[src/rtl/ha_array_mul_seq.sv]
// Sequencer/accumulator for the 8x8 approximate multiplier half-adder-array stage.
// Holds one operand pair on x_o/y_o and folds the four returned ha rows into a saturated product.
module ha_array_mul_seq #(
    parameter int NUM_ROWS    = 4,
    parameter int ROW_SHIFT   = 2,
    parameter int CARRY_SHIFT = 2,
    parameter int PW          = 16,
    parameter int AW          = 17
) (
    input  logic                  clk,
    input  logic                  rst,
    input  logic                  in_valid,
    output logic                  in_ready,
    input  logic [7:0]            x_in,
    input  logic [7:0]            y_in,
    output logic [7:0]            x_o,
    output logic [7:0]            y_o,
    input  logic [NUM_ROWS*7-1:0] ha_b,
    input  logic [NUM_ROWS*9-1:0] ha_t,
    output logic                  out_valid,
    input  logic                  out_ready,
    output logic [PW-1:0]         product,
    output logic                  ovf,
    output logic                  busy
);

    localparam int BW = 7;
    localparam int TW = 9;
    localparam int RW = (NUM_ROWS > 1) ? $clog2(NUM_ROWS) : 1;

    typedef enum logic [1:0] {IDLE, ACC, DONE} state_t;

    state_t          state;
    state_t          state_next;
    logic [RW-1:0]   row;
    logic [AW-1:0]   acc;
    logic [TW-1:0]   t_sel;
    logic [BW-1:0]   b_sel;
    logic [AW-1:0]   row_val;
    logic [AW-1:0]   row_term;
    logic            last_row;

    function automatic logic [PW-1:0] sat_product(input logic [AW-1:0] a);
        if (|a[AW-1:PW])
            return '1;
        return a[PW-1:0];
    endfunction

    // Row r is weighted by 2^(ROW_SHIFT*r); its b vector sits CARRY_SHIFT above t.
    always_comb begin
        t_sel    = ha_t[int'(row)*TW +: TW];
        b_sel    = ha_b[int'(row)*BW +: BW];
        row_val  = AW'(t_sel) + (AW'(b_sel) << CARRY_SHIFT);
        row_term = row_val << (ROW_SHIFT * int'(row));
        last_row = (row == RW'(NUM_ROWS - 1));
    end

    always_comb begin
        state_next = state;
        case (state)
            IDLE:    if (in_valid) state_next = ACC;
            ACC:     if (last_row) state_next = DONE;
            DONE:    if (out_ready) state_next = IDLE;
            default: state_next = IDLE;
        endcase
    end

    assign in_ready  = (state == IDLE);
    assign out_valid = (state == DONE);
    assign busy      = (state != IDLE);
    assign product   = sat_product(acc);
    assign ovf       = |acc[AW-1:PW];

    // acc is left untouched in DONE so product/ovf hold through any stall.
    always_ff @(posedge clk) begin
        if (rst) begin
            state <= IDLE;
            x_o   <= '0;
            y_o   <= '0;
            acc   <= '0;
            row   <= '0;
        end else begin
            state <= state_next;
            case (state)
                IDLE: begin
                    if (in_valid) begin
                        x_o <= x_in;
                        y_o <= y_in;
                        acc <= '0;
                        row <= '0;
                    end
                end
                ACC: begin
                    acc <= acc + row_term;
                    if (!last_row)
                        row <= row + RW'(1);
                end
                default: ;
            endcase
        end
    end

endmodule

[config.mk]
export PLATFORM = sky130hd
export DESIGN_NAME = ha_array_mul_seq
export DESIGN_NICKNAME = d
export VERILOG_FILES = /design/src/rtl/ha_array_mul_seq.sv
export SDC_FILE = /design/constraint.sdc
export NUM_CORES = 1
export LEC_CHECK = 0
export ABC_AREA = 1
export BUFFER_PORTS_ARGS = -buffer_cell sky130_fd_sc_hd__clkbuf_2
export CELL_PAD_IN_SITES_DETAIL_PLACEMENT = 1
export CELL_PAD_IN_SITES_GLOBAL_PLACEMENT = 1
export CORE_ASPECT_RATIO = 0.6
export CORE_MARGIN = 2
export CORE_UTILIZATION = 30
export DETAILED_ROUTE_END_ITERATION = 7
export PLACE_DENSITY_LB_ADDON = 0.1
export SLEW_MARGIN = 0
export SYNTH_ARGS = -nofsm -noshare
export SYNTH_HDL_FRONTEND = slang
export SYNTH_SLANG_ARGS = --single-unit
[constraint.sdc]
create_clock -name clk -period 3.2 [get_ports clk]
set_input_delay 0.32 -clock clk [delete_from_list [all_inputs] [get_ports clk]]
set_output_delay 0.32 -clock clk [all_outputs]
set_load 0.01 [all_outputs]
### After elaboration in Yosys (flattened, before gate mapping)

Cells that the tools add are included.

| operators by class | value |
|---|---|
| add/sub/neg operators | 3 |
| multiply operators | 2 |
| div/mod/pow operators | 0 |
| order comparisons | 0 |
| equal/unequal tests | 7 |
| shift-type cells | 3 |
| multiplexer cells | 12 |
| bitwise operators | 0 |
| reductions and logical operators | 7 |

Operator list:

| kind | count |
|---|---|
| $shiftx A36 B7 Y9 | 1 |
| $pmux W17 S2 | 1 |
| $mux W16 | 2 |
| $shiftx A28 B6 Y7 | 1 |
| $add A17 B17 Y17 | 1 |
| $mux W17 | 1 |
| $shl A10 B3 Y17 | 1 |
| $add A9 B9 Y10 | 1 |
| $mux W2 | 5 |
| $mul A2 B4 Y6 const B | 1 |
| $ne A2 B2 Y1 const B | 3 |
| $pmux W2 S3 | 1 |
| $reduce_and A3 Y1 | 2 |
| $mul A2 B3 Y5 const B | 1 |
| $eq A2 B2 Y1 const B | 2 |
| $pmux W2 S2 | 1 |
| $reduce_and A2 Y1 | 2 |
| $reduce_bool A2 Y1 | 2 |
| $add A2 B1 Y2 const B | 1 |
| $eq A2 B1 Y1 const B | 1 |
| $logic_not A2 Y1 | 1 |
| $ne A2 B1 Y1 const B | 1 |
| $mux W1 | 1 |

| storage, ports and cells | value |
|---|---|
| register bits | 37 |
| latch bits | 0 |
| memory bits (writable) | 0 |
| ROM bits | 0 |
| input bits | 84 |
| output and inout port bits | 36 |
| word-level logic and storage cells | 39 |
| memories kept | 0 |

### Logic depth before layout (Yosys ltp)

| depth | value |
|---|---|
| depth in word-level cells | 6 |
| mapped depth | 28 |

### Worst setup path after synthesis

No wires, ideal clock.

| timing | value |
|---|---|
| kind | register -> register |
| start point | register row[0] |
| end point | register acc[16] |
| setup time | 0.113 ns |
| data arrival time | 3.174 ns |
| slack | -0.087 ns |
| cell stages (with the launch flop) | 26 |
| cell sequence | dfxtp_1 > inv_1 > buf_4 > clkbuf_1 > o21ai_0 > o22ai_1 > ha_1 > fa_1 > nand3_1 > nand3_1 > nand2_1 > a21o_1 > nand2_1 > nand2_1 > o21ai_0 > ha_1 > nand2_1 > inv_1 > a21oi_2 > nor2_1 > nor2_1 > nand2_1 > nand2_1 > nand2_1 > nand2_1 > nor2_1 |

| between the ends | value |
|---|---|
| cells in the longest elaborated chain, start to end | 6 |
| elaborated cells between the ends (all ways) | 8 |

Ends and longest elaborated chain:

| item | RTL line | text |
|---|---|---|
| start, declared | 35 | `logic [RW-1:0] row;` |
| start signal, assigned | 96 | `row <= row + RW'(1);` |
| $mul A2 B4 Y6 / $mul A2 B3 Y5 (equally long branches) | 51, 52 |  |
| $shiftx A36 B7 Y9 / $shiftx A28 B6 Y7 (equally long branches) | 51, 52 |  |
| $add A9 B9 Y10 | 53 | `row_val = AW'(t_sel) + (AW'(b_sel) << CARRY_SHIFT);` |
| $shl A10 B3 Y17 (*) | 54 | `row_term = row_val << (ROW_SHIFT * int'(row));` |
| $add A17 B17 Y17 (*) | 94 | `acc <= acc + row_term;` |
| $pmux W17 S2 (*) | 84 | `case (state)` |
| end signal, assigned | 94 |  |
| end, declared | 36 | `logic [AW-1:0] acc;` |

Every way passes the cells marked *; elsewhere a longest branch is shown, timed or not.
A chain may end at the register's enable or synchronous reset.

### Final worst setup path

| timing | value |
|---|---|
| start point | register row[0] |
| end point | register acc[14] |

The elaborated chain is that of the path after synthesis.

==> results_dict.tcl <==
set metrics [dict create \
    timing.rr.start "row[0]" \
    antenna_found_initial 0 \
    chipHeight_um 85.9 \
    initial_core_util_pct 31.3 \
    cts_sinks 37 \
    design.portCount 120 \
    outcome "finished with violations" \
    hold_path.class "primary input to flop" \
    dp_hpwl_mm 9.82 \
    finalCritPeriodShare_pct 105 \
    leakage_nw 2.74 \
    path_max_fanout 14 \
    clock_latency_ps 300 \
    ir_worst_vdd_mv 0.281 \
    ys_seq_area_share_pct 22.1 \
    vias_per_cell 4.97 \
    rows 29 \
    synth_nets 670 \
    cp-startpoint "row[0]" \
    post_dp_cell_area_mm2 0.00436 \
    violations "setup timing" \
    slew_violations 0 \
    place.gp.congestion 0.850 \
    yosysTopAreaCellShare_pct 22.1 \
    syn_area_per_cell_um2 5.98 \
    hold_violations 0 \
    cts_tree "built" \
    timing.final.crit_period_ps 3350 \
    synth.cell_area_mm2 0.00335 \
    post-place-ws_ps -287 \
    clockRootBuffer "clkbuf_16" \
    diodes 0 \
    io_buffer_count 119 \
    clock_path_buffers 2 \
    end_kind "flop" \
    hold_buffers 0 \
    arrival_ps 3560 \
    fillCellCount 1401 \
    synth_flop_cell "dfxtp_1" \
    fin_nets 832 \
    drive_gt1_share_pct 49.4 \
    synth_seq_cells 37 \
    worst_pin_slew_ps 723 \
    drtIter0Drc 197 \
    r2r_slack_ps -150 \
    start_kind "flop" \
    cp_data_required_time_ps 3410 \
    critPathKind "flop to flop" \
    whs_ps 252 \
    area.growth.synth_to_final_pct 61.0 \
    dieArea_mm2 0.0121 \
    vias 4282 \
    fin_worst_skew_ps 12.1 \
    synth_edf_count 0 \
    worst_slack_ps -151 \
    clk_pin_slew_ps 70 \
    cts_buffers 5 \
    max_slew_margin_pct 51.8 \
    dieWidth_um 140 \
    synthTopCellsByArea "dfxtp_1 (22%), nand2_1 (14%), nor2_1 (10%), ha_1 (9.0%), o21ai_0 (8.7%)" \
    async_flop_share_pct 0 \
    final_area_mm2 0.00540 \
    rsz0062_at_grt "true" \
    setup_viol 8 \
    fmax_ghz 0.298 \
    postRouteAntennaNets 0 \
    grt_first_pass_wirelength_mm 22.1 \
    ys.warnings.count 0 \
    postSynthCellCount 560 \
    grt_max_degree 22 \
    drt_pass1_iterations 4 \
    htreeDepth 2 \
    cap_violations 0 \
    holdPathStages 3 \
    drc 0 \
    worstHoldStart "x_in[2]" \
    grt.overflow.total 0 \
    synth.distinct_cells 37 \
    wire_per_inst_um 16.4 \
    grtUsageTotal_pct 22.7 \
    grt_pass1_vias 4407 \
    synth_top_area_cell "dfxtp_1" \
    finalWirelength_mm 14.1 \
    core_mm2 0.0107 \
    reg2regPathDepth 22 \
    power_density_mw_per_mm2 528 \
]
-- placed cells by master (no fill, tap or decap), drive strengths merged --
cell type | netlist | routed
nand2 | 131 | 131
clkbuf | 10 | 124
nor2 | 93 | 93
o21ai | 65 | 65
inv | 61 | 61
buf | 14 | 59
dfxtp | 37 | 37
nand3 | 35 | 35
a21oi | 30 | 30
ha | 24 | 24
or2 | 22 | 22
o22ai | 14 | 14
nor3 | 4 | 4
a21boi | 3 | 3
o22a | 2 | 2
nand4 | 2 | 2
a211oi | 2 | 2
nand3b | 2 | 2
and2 | 2 | 2
fa | 2 | 2
xor2 | 1 | 1
xnor2 | 1 | 1
o21bai | 1 | 1
a21o | 1 | 1
o211ai | 1 | 1
bufinv | 0 | 1
clkinv | 0 | 1
clkinvlp | 0 | 1
bufbuf | 0 | 1
-- layout make-up --
cell class | count | area, µm² | area share [%]
Tap cell | 139 | 174 | 3.22
Sequential cell | 37 | 746 | 13.8
Inverter | 61 | 239 | 4.43
Timing Repair Buffer | 179 | 1180 | 21.9
Clock buffer | 5 | 125 | 2.32
Clock inverter | 3 | 46.3 | 0.858
Multi-Input combinational cell | 438 | 2880 | 53.5
-- per-layer routing --
| layer | share of wire, % | track usage (%) |
|---|---|---|
| met1 | 49 | 32.2 |
| met2 | 47 | 37.8 |
| met3 | 3.2 | 3.13 |
| met4 | 0.74 | 3.12 |
| met5 | 0 | 0 |
-- worst max-delay path, cell delays in order (launching register included) --
cell and delay (ps):
dfxtp_4 420, inv_8 70, bufbuf_16 280, buf_4 150
o21ai_1 130, o22ai_1 120, ha_4 320, nand2_1 80
nor2_2 180, nor2_1 80, nand2_1 90, nand2_1 70
nor2_2 210, ha_4 260, nand2_4 100, inv_4 40
nand2_1 60, nand2_1 90, a21oi_4 160, nand2_2 70
nand2_1 60, nand3_1 60, a21oi_1 160
-- logic make-up after synthesis --
family	after synthesis	synth area share (%)
buffers and inverters	85	10.4
flip-flops	37	22.1
AND/OR/NAND/NOR	291	37.6
adder cells (fa/ha/maj)	26	10.2
AO/OA/AOI/OAI	119	19.2
XOR/XNOR	2	0.523
-- Yosys cell counts (3+ instances only) --
cell / n
a21oi_1: 29
buf_2: 9
buf_4: 3
clkbuf_1: 10
dfxtp_1: 37
ha_1: 24
inv_1: 57
inv_2: 4
nand2_1: 127
nand2_2: 4
nand3_1: 35
nor2_1: 90
nor2_4: 3
o21ai_0: 58
o21ai_1: 7
o22ai_1: 14
or2_2: 20
-- per-stage QoR --
stage,total power [W],setup TNS (ps),cells,utilization (%)
after floorplan,0.00128,0,560,-
after global placement,0.00173,-964,833,40.7
after detailed placement,0.00177,-1930,833,40.7
after CTS,0.00262,-571,858,46.6
after global routing,0.00305,-2810,862,50.4
final,0.00285,-577,862,50.4
-- power by group --
group	switching [W]	internal, W	total, W
clock network	0.000228	0.000370	0.000597
registers	0.0000399	0.000506	0.000546
logic	0.000927	0.000779	0.00171
-- path summary, 6_finish.rpt --
check / to
max: acc[14]
min: x_o[2]
max reg2reg: acc[14]
min reg2reg: acc[2]
-- what timing repair did --
item / CTS / global route
resized for setup: 84 / 115
pin swaps: 43 / 58
endpoints found under the setup margin: 13 / 13
setup buffers: 15 / 5
gates cloned: 3 / 0
-- flip-flops by register name, indices dropped and copies added (netlist names) --
signal and flops:
acc 17, row 2, state 2, y_o 8
x_o 8
Note: power is estimated with default switching activity, not from simulation.
